===== src/rtl/l2_cache_param.sv =====
// Parametrised set-associative write-back, write-allocate L2 cache with tree pseudo-LRU
// replacement. One request is in service at a time; pmem handshake is driven from the state.
module l2_cache_param #(
    parameter int unsigned WAYS = 4,
    parameter int unsigned SETS = 8
) (
    input  logic         clk,
    input  logic         reset,
    input  logic         mem_read,
    input  logic         mem_write,
    input  logic [15:0]  mem_address,
    input  logic [127:0] mem_wdata,
    output logic         mem_resp,
    output logic [127:0] mem_rdata,
    input  logic         pmem_resp,
    input  logic [127:0] pmem_rdata,
    output logic         pmem_read,
    output logic         pmem_write,
    output logic [15:0]  pmem_address,
    output logic [127:0] pmem_wdata,
    output logic         eviction,
    output logic         l2hits_inc,
    output logic         l2misses_inc
);

    localparam int unsigned IDX   = $clog2(SETS);
    localparam int unsigned LW    = $clog2(WAYS);
    localparam int unsigned TW    = 12 - IDX;
    localparam int unsigned NODES = WAYS - 1;

    typedef enum logic [1:0] {StIdle, StLookup, StWriteback, StFill} state_e;

    state_e           state_q, state_d;
    logic [15:4]      addr_q;
    logic [127:0]     wdata_q;
    logic             write_q;
    logic             first_q;
    logic [LW-1:0]    victim_q;

    logic [TW-1:0]    tag_arr  [SETS][WAYS];
    logic [127:0]     data_arr [SETS][WAYS];
    logic [WAYS-1:0]  valid_q  [SETS];
    logic [WAYS-1:0]  dirty_q  [SETS];
    logic [NODES-1:0] plru_q   [SETS];

    logic [IDX-1:0]   idx;
    logic [TW-1:0]    tag;
    logic             hit;
    logic [LW-1:0]    hit_way;
    logic             inv_found;
    logic [LW-1:0]    inv_way;
    logic [LW-1:0]    plru_way;
    logic [LW-1:0]    vic_way;
    logic [NODES-1:0] plru_upd;
    logic             unused_offset;

    assign idx           = addr_q[4+IDX-1:4];
    assign tag           = addr_q[15:4+IDX];
    assign unused_offset = ^mem_address[3:0];
    assign vic_way       = inv_found ? inv_way : plru_way;

    always_comb begin
        hit       = 1'b0;
        hit_way   = '0;
        inv_found = 1'b0;
        inv_way   = '0;
        for (int unsigned w = 0; w < WAYS; w++) begin
            if (valid_q[idx][w] && tag_arr[idx][w] == tag) begin
                hit     = 1'b1;
                hit_way = LW'(w);
            end
        end
        // Descending scan so the lowest-index invalid way wins.
        for (int w = int'(WAYS) - 1; w >= 0; w--) begin
            if (!valid_q[idx][w]) begin
                inv_found = 1'b1;
                inv_way   = LW'(w);
            end
        end
    end

    // Walk the heap-ordered tree from the root: bit 0 -> lower half, 1 -> upper half.
    always_comb begin : plru_walk
        int unsigned node;
        logic        b;
        plru_way = '0;
        node     = 0;
        b        = 1'b0;
        for (int unsigned l = 0; l < LW; l++) begin
            b = 1'b0;
            for (int unsigned n = 0; n < NODES; n++) begin
                if (n == node) b = plru_q[idx][n];
            end
            plru_way = (plru_way << 1) | LW'(b);
            node     = 2 * node + (b ? 32'd2 : 32'd1);
        end
    end

    // On a hit every node along the path is pointed away from the accessed way.
    always_comb begin : plru_touch
        int unsigned   node;
        logic [LW-1:0] wtmp;
        logic          hb;
        plru_upd = plru_q[idx];
        node     = 0;
        wtmp     = hit_way;
        hb       = 1'b0;
        for (int unsigned l = 0; l < LW; l++) begin
            hb   = wtmp[LW-1];
            wtmp = wtmp << 1;
            for (int unsigned n = 0; n < NODES; n++) begin
                if (n == node) plru_upd[n] = ~hb;
            end
            node = 2 * node + (hb ? 32'd2 : 32'd1);
        end
    end

    always_comb begin
        state_d      = state_q;
        mem_resp     = 1'b0;
        mem_rdata    = '0;
        pmem_read    = 1'b0;
        pmem_write   = 1'b0;
        pmem_address = '0;
        pmem_wdata   = '0;
        eviction     = 1'b0;
        l2hits_inc   = 1'b0;
        l2misses_inc = 1'b0;
        unique case (state_q)
            StIdle: begin
                if (mem_read || mem_write) state_d = StLookup;
            end
            StLookup: begin
                if (hit) begin
                    mem_resp   = 1'b1;
                    mem_rdata  = data_arr[idx][hit_way];
                    l2hits_inc = first_q;
                    state_d    = StIdle;
                end else begin
                    l2misses_inc = 1'b1;
                    state_d = (valid_q[idx][vic_way] && dirty_q[idx][vic_way]) ? StWriteback
                                                                                : StFill;
                end
            end
            StWriteback: begin
                pmem_write   = 1'b1;
                pmem_address = {tag_arr[idx][victim_q], idx, 4'b0000};
                pmem_wdata   = data_arr[idx][victim_q];
                if (pmem_resp) begin
                    eviction = 1'b1;
                    state_d  = StFill;
                end
            end
            StFill: begin
                pmem_read    = 1'b1;
                pmem_address = {addr_q, 4'b0000};
                if (pmem_resp) state_d = StLookup;
            end
            default: state_d = StIdle;
        endcase
    end

    always_ff @(posedge clk) begin
        if (reset) begin
            state_q  <= StIdle;
            addr_q   <= '0;
            wdata_q  <= '0;
            write_q  <= 1'b0;
            first_q  <= 1'b0;
            victim_q <= '0;
            for (int s = 0; s < int'(SETS); s++) begin
                valid_q[s] <= '0;
                dirty_q[s] <= '0;
                plru_q[s]  <= '0;
            end
        end else begin
            state_q <= state_d;
            unique case (state_q)
                StIdle: begin
                    if (mem_read || mem_write) begin
                        addr_q  <= mem_address[15:4];
                        wdata_q <= mem_wdata;
                        write_q <= mem_write & ~mem_read;
                        first_q <= 1'b1;
                    end
                end
                StLookup: begin
                    if (hit) begin
                        plru_q[idx] <= plru_upd;
                        if (write_q) dirty_q[idx][hit_way] <= 1'b1;
                    end else begin
                        first_q  <= 1'b0;
                        victim_q <= vic_way;
                    end
                end
                StWriteback: begin
                    if (pmem_resp) dirty_q[idx][victim_q] <= 1'b0;
                end
                StFill: begin
                    if (pmem_resp) begin
                        valid_q[idx][victim_q] <= 1'b1;
                        dirty_q[idx][victim_q] <= 1'b0;
                    end
                end
                default: ;
            endcase
        end
    end

    // Line and tag storage carry no reset; validity alone qualifies them.
    always_ff @(posedge clk) begin
        if (state_q == StLookup && hit && write_q) begin
            data_arr[idx][hit_way] <= wdata_q;
        end
        if (state_q == StFill && pmem_resp) begin
            data_arr[idx][victim_q] <= pmem_rdata;
            tag_arr[idx][victim_q]  <= tag;
        end
    end

endmodule


===== config.mk =====
export PLATFORM = sky130hd
export DESIGN_NAME = l2_cache_param
export DESIGN_NICKNAME = d
export VERILOG_FILES = /design/src/rtl/l2_cache_param.sv
export SDC_FILE = /design/constraint.sdc
export NUM_CORES = 2
export LEC_CHECK = 0
export CAP_MARGIN = 10
export CORE_MARGIN = 2
export CORE_UTILIZATION = 45
export CTS_CLUSTER_SIZE = 25
export DETAILED_ROUTE_END_ITERATION = 10
export DONT_BUFFER_PORTS = 1
export SETUP_SLACK_MARGIN = 0.05
export SYNTH_ARGS = -nofsm -noshare
export SYNTH_HDL_FRONTEND = slang
export SYNTH_MEMORY_MAX_BITS = 65536
export SYNTH_SLANG_ARGS = --single-unit

===== constraint.sdc =====
create_clock -name clk -period 17.93 [get_ports clk]
set_input_delay 0.8965 -clock clk [delete_from_list [all_inputs] [get_ports clk]]
set_output_delay 0.8965 -clock clk [all_outputs]
set_load 0.05 [all_outputs]

## Word level (Yosys, flattened, before mapping)

Memories as Yosys holds them, arrays and structs flattened. A register that Yosys moved wholly into a read port is not among the register bits.
Index checks and enable logic that the tools add are counted.

- Memory bits (writable): 4,472
- Register bits: 146
- Bits of input ports: 277
- Memories kept: 5
- Word-level logic and storage cells: 1,213
- Output and inout bits: 278

- Order comparisons: 9
- Multiplexer cells: 627
- Equal/unequal tests: 14
- Reductions and logical operators: 24
- Bitwise logic cells: 528

Memory list:

| memory | depth | bits a word | read ports | clocked after memory_dff | write ports | line | text |
|---|---|---|---|---|---|---|---|
| data_arr | 8 | 512 | 1 | 1 | 1 | 41 | `logic [127:0] data_arr [SETS][WAYS];` |
| tag_arr | 8 | 36 | 1 | 1 | 1 | 40 | `logic [TW-1:0] tag_arr [SETS][WAYS];` |
| dirty_q | 8 | 4 | 1 | 1 | 8 | 43 | `logic [WAYS-1:0] dirty_q [SETS];` |
| valid_q | 8 | 4 | 1 | 1 | 8 | 42 | `logic [WAYS-1:0] valid_q [SETS];` |
| plru_q | 8 | 3 | 1 | 1 | 8 | 44 | `logic [NODES-1:0] plru_q [SETS];` |

Operator list:

| cell | number |
|---|---|
| 128-bit two-way mux | 9 |
| 512-bit two-way mux | 2 |
| 1-bit two-way mux | 565 |
| 1-bit bitwise OR | 520 |
| 128-bit binary-select mux with 2-bit select | 2 |
| 128-bit demux with 2-bit select | 2 |
| 32-bit zero test | 2 |
| 3-bit two-way mux | 14 |
| 9-bit == test | 4 |
| 36-bit two-way mux | 1 |
| 16-bit case mux with 2 select lines | 1 |
| 4-bit two-way mux | 7 |
| 9-bit two-way mux | 3 |
| 2-bit two-way mux | 13 |
| 9-bit binary-select mux with 2-bit select | 1 |
| 9-bit demux with 2-bit select | 1 |
| 1-bit logical AND | 12 |
| 2-bit by 3-bit < comparator with 1-bit output (second input constant) | 3 |
| 2-bit case mux with 4 select lines | 1 |
| 4-bit OR reduction | 2 |
| 3-bit greater-or-equal comparator (second input constant) | 2 |
| 3-bit by 1-bit < comparator with 1-bit output (second input constant) | 2 |
| 2-bit inequality test (second input constant) | 3 |
| 2-bit inverter with 3-bit output | 2 |
| other kinds (17) | 28 |

## Logic depth before layout (Yosys ltp)

- Word-level depth: 14
- Gate-level depth with buffers: 15

## Worst setup path after synthesis

OpenSTA, ideal clock, no wires.

- Kind: flip-flop to flip-flop
- Start point: register with a tool-made name
- End point: memory data_arr[5][256] (netlist name) (enable)
- Clock period less this slack: 8,901 ps
- Cell stages (with the launch flop): 13
- Path slack: 9,029 ps
- Required time: 17,313 ps
- Setup time: 617 ps
- Arrival: 8,284 ps
- Path through: dfxtp_1 > buf_6 > buf_8 > buf_12 > buf_12 > mux4_2 > mux2i_1 > xnor2_1 > nand3_1 > or4_4 > nor3_1 > a21boi_1 > nor2_1

RTL lines:

| element | line |
|---|---|
| end: declaration | 41 |

==> results.txt <==
area growth from synthesis to final layout - 12.8%
leakage - 66.9 nW
peak-usage layer in the global routing report - met2
Final Max Slew Viols - 0
most common cell after layout, fill and taps aside - sky130_fd_sc_hd__edfxtp_1
Clock Latency Late Sink - 1.02 ns
Required @ worst endpoint - 17.03 ns
first-pass iteration count of the detailed router - 6
Most used DFF post-synth - sky130_fd_sc_hd__edfxtp_1
switch share - 0.242
Power Density - 117 mW/mm^2
share of final-layout standard cells stronger than drive strength 1 - 0.245
largest net degree at the start of global routing - 166
floorplan die area - 0.422 sq mm
Cell Int Power - 18.7 mW
CTS tree - yes
count of max-cap constraint violations - 0
result of the run - complete, no violations
clock skew - 0.0648 ns
combinational cell fraction of total power - 0.111
RSZ-0062 raised after global routing - false
number of failing hold endpoints at the final stage - 0
number of setup buffers added after CTS - 0
first-pass GRT wire length - 798 mm
Worst Tran Pin Value - 1.28 ns
Hold WS - 0.0702 ns
highest achievable clock rate - 95.7 MHz
post-route clock period utilization - 0.583
GR met2 Demand/Resource - 0.446
Critical Path Source Type - flip-flop
initial antenna violation count - 16
top cell type's share of synthesized area - 0.711
FFs w/ async S/R, synth - 0
minimum clock period after layout - 10.45 ns
worst ir drop on vdd - 0.000110 V
vias - 101,251
Synth warnings - 0
Crit path arrival time - 9.55 ns
final-layout setup total negative slack - 0 ns
depth of the CTS H-tree - 5
number of DRC violations after detailed routing - 0
Starting DRT DRC Count - 12,930
Max Fanout on Critical Path - 62
top cells by area, synth - sky130_fd_sc_hd__edfxtp_1, sky130_fd_sc_hd__mux4_2, sky130_fd_sc_hd__mux2i_1
Num CTS Buffers - 469
fraction of the yosys area taken by sequential cells - 0.730
leading area contributor after synthesis - sky130_fd_sc_hd__edfxtp_1
Worst setup EP type - output pin
critical path start-end classification - flip-flop to output pin
worst min-delay path category - primary input to flip-flop
HPWL reported at the end of detailed placement - 315 mm
vertical extent of the die - 650 um
global router's overall resource usage - 0.269
number of global-route vias before repair - 101,313
number of enable-type register cells in the synthesized netlist - 4,440
I/O pin cnt - 555
cell at the root of the clock tree - sky130_fd_sc_hd__clkbuf_16
core outline area - 0.416 sq mm
total net switching power - 5.98 mW
M3 GR Usage - 0.0551
headroom to the max-slew limit - 0.147
Final GP Congestion - 0.815
global route total overflow - 0
effective utilization at floorplan - 0.451
top library cells by usage in the layout, fill and taps aside - sky130_fd_sc_hd__edfxtp_1, sky130_fd_sc_hd__nand2_1, sky130_fd_sc_hd__mux4_2, sky130_fd_sc_hd__mux2i_1, sky130_fd_sc_hd__clkbuf_16
number of synthesized register bits - 4,621
area of the mapped netlist - 0.188 sq mm
vias per cell - 6.29
post-synth cell types - 63
CTS clk-pin slew, worst paths - 0.06 ns
clk sinks - 4,621
die boundary width - 650 um
part of the power in the clock network - 0.391
average wire per cell in the routed design - 35.8 um
maximum clock path buffer count - 4
met1 Usage GRT - 0.357
mean instance size in the synthesized netlist - 18.9 sq um
Final #Nets - 10,462
Antenna Violating Nets Remaining - 0
row count - 237
Syn Inst Count - 9,928
I/O Buffers - 0
setup-violating endpoint count in the final report - 0
fraction of power consumed by sequential logic - 0.498
number of fillers in the final layout - 33,198
DRT Wirelength - 576 mm
per-stage QoR:
step	setup WS, ns	power, mW	cells	instance area [sq um]	util
3_5_place_dp	8.51	15.2	15103	195000	0.470
2_1_floorplan	9.03	14.4	9931	188000	-
5_1_grt	7.14	25.4	16103	211000	0.509
3_3_place_gp	8.48	15.2	15103	195000	0.470
4_1_cts	7.39	24.8	16089	211000	0.509
6_report	7.48	24.7	16109	211000	0.509
worst max-delay path, stage by stage (launching register included):
cell and delay, ns:
sky130_fd_sc_hd__dfxtp_4 0.81, sky130_fd_sc_hd__buf_4 0.78, sky130_fd_sc_hd__buf_4 0.90, sky130_fd_sc_hd__mux4_2 0.63, sky130_fd_sc_hd__mux2i_1 0.36, sky130_fd_sc_hd__xnor2_1 0.21, sky130_fd_sc_hd__nand4_1 0.14, sky130_fd_sc_hd__nor4_2 0.44
sky130_fd_sc_hd__buf_4 0.68, sky130_fd_sc_hd__buf_4 0.71, sky130_fd_sc_hd__buf_4 0.61, sky130_fd_sc_hd__buf_4 0.59, sky130_fd_sc_hd__mux2i_1 0.25, sky130_fd_sc_hd__a21oi_1 0.10, sky130_fd_sc_hd__a211oi_2 0.99
flip-flops by register name, summed over array words and instances, names as in the netlist, named ones only:
register,flops
wdata_q,128
valid_q,32
plru_q,24
addr_q,12
state_q,2
victim_q,2
data_arr,4096
write_q,1
tag_arr,288
first_q,1
dirty_q,32
path summary, 6_finish.rpt:
path,start,end,slack [ns],depth (start not counted)
max,flip-flop,mem_rdata[44],7.48,14
min,mem_wdata[41],wdata_q[41],0.07,2
max reg2reg,flip-flop,data_arr[2][301],8.63,13
min reg2reg,valid_q[0][0],valid_q[0][0],0.47,2
Yosys cell counts (all sizes together), types with 15 or more instances:
library cell     n
mux2i          669
edfxtp        4440
nand3           15
mux4          1227
o21ai          157
nor3            41
o22ai           24
mux2           181
nand2         1462
o21bai          24
a21oi          282
buf            234
dfxtp          181
nor2           327
a211oi         131
clkbuf         402
layout make-up:
class	count	area (sq um)	area share
flip-flops and latches	4621	137000	0.648
multi-input cells	4661	48900	0.231
clock buffers	597	12500	0.0591
well taps	5497	6880	0.0325
repair buffers	415	3610	0.0171
clock inverters	285	2580	0.0122
inverters	13	68.8	0.000325
diodes	20	50.0	0.000237
per-layer routing:
metal | part of all wire | wire, um | up-vias
li1 | - | - | 40335
met1 | 0.38 | 216000 | 54411
met2 | 0.49 | 283000 | 5545
met3 | 0.096 | 55500 | 958
met4 | 0.037 | 21400 | 2
met5 | 0.000026 | 15 | -
what timing repair did:
| item | CTS | global route |
|---|---|---|
| hold buffers | 104 | 0 |
| endpoints found under the hold margin | 143 | 0 |
| resized for setup | 0 | 0 |
power by group through the flow:
stage          Sequential [mW]  Clock (mW)  Combinational, mW
2_1_floorplan             12.4           0               1.96
3_3_place_gp              12.5           0               2.66
3_5_place_dp              12.5           0               2.73
4_1_cts                   12.3        9.75               2.76
5_1_grt                   12.3        10.2               2.94
6_report                  12.3        9.64               2.74
kinds of logic (layout without fill, tap and decap cells):
family	count (synthesis)	in the layout	share of synthesized area
DFF	4621	4621	0.730
muxes	2077	2077	0.194
and+or+nand+nor	1907	1907	0.0396
buffers and inverters	649	1310	0.0146
AOI/OAI and AO/OA	645	645	0.0199
xor gates and xnor gates	24	24	0.00112
adders and majority gates	4	4	0.000267
other	1	24	0.0000200
Note: power is estimated with default switching activity, not from simulation.
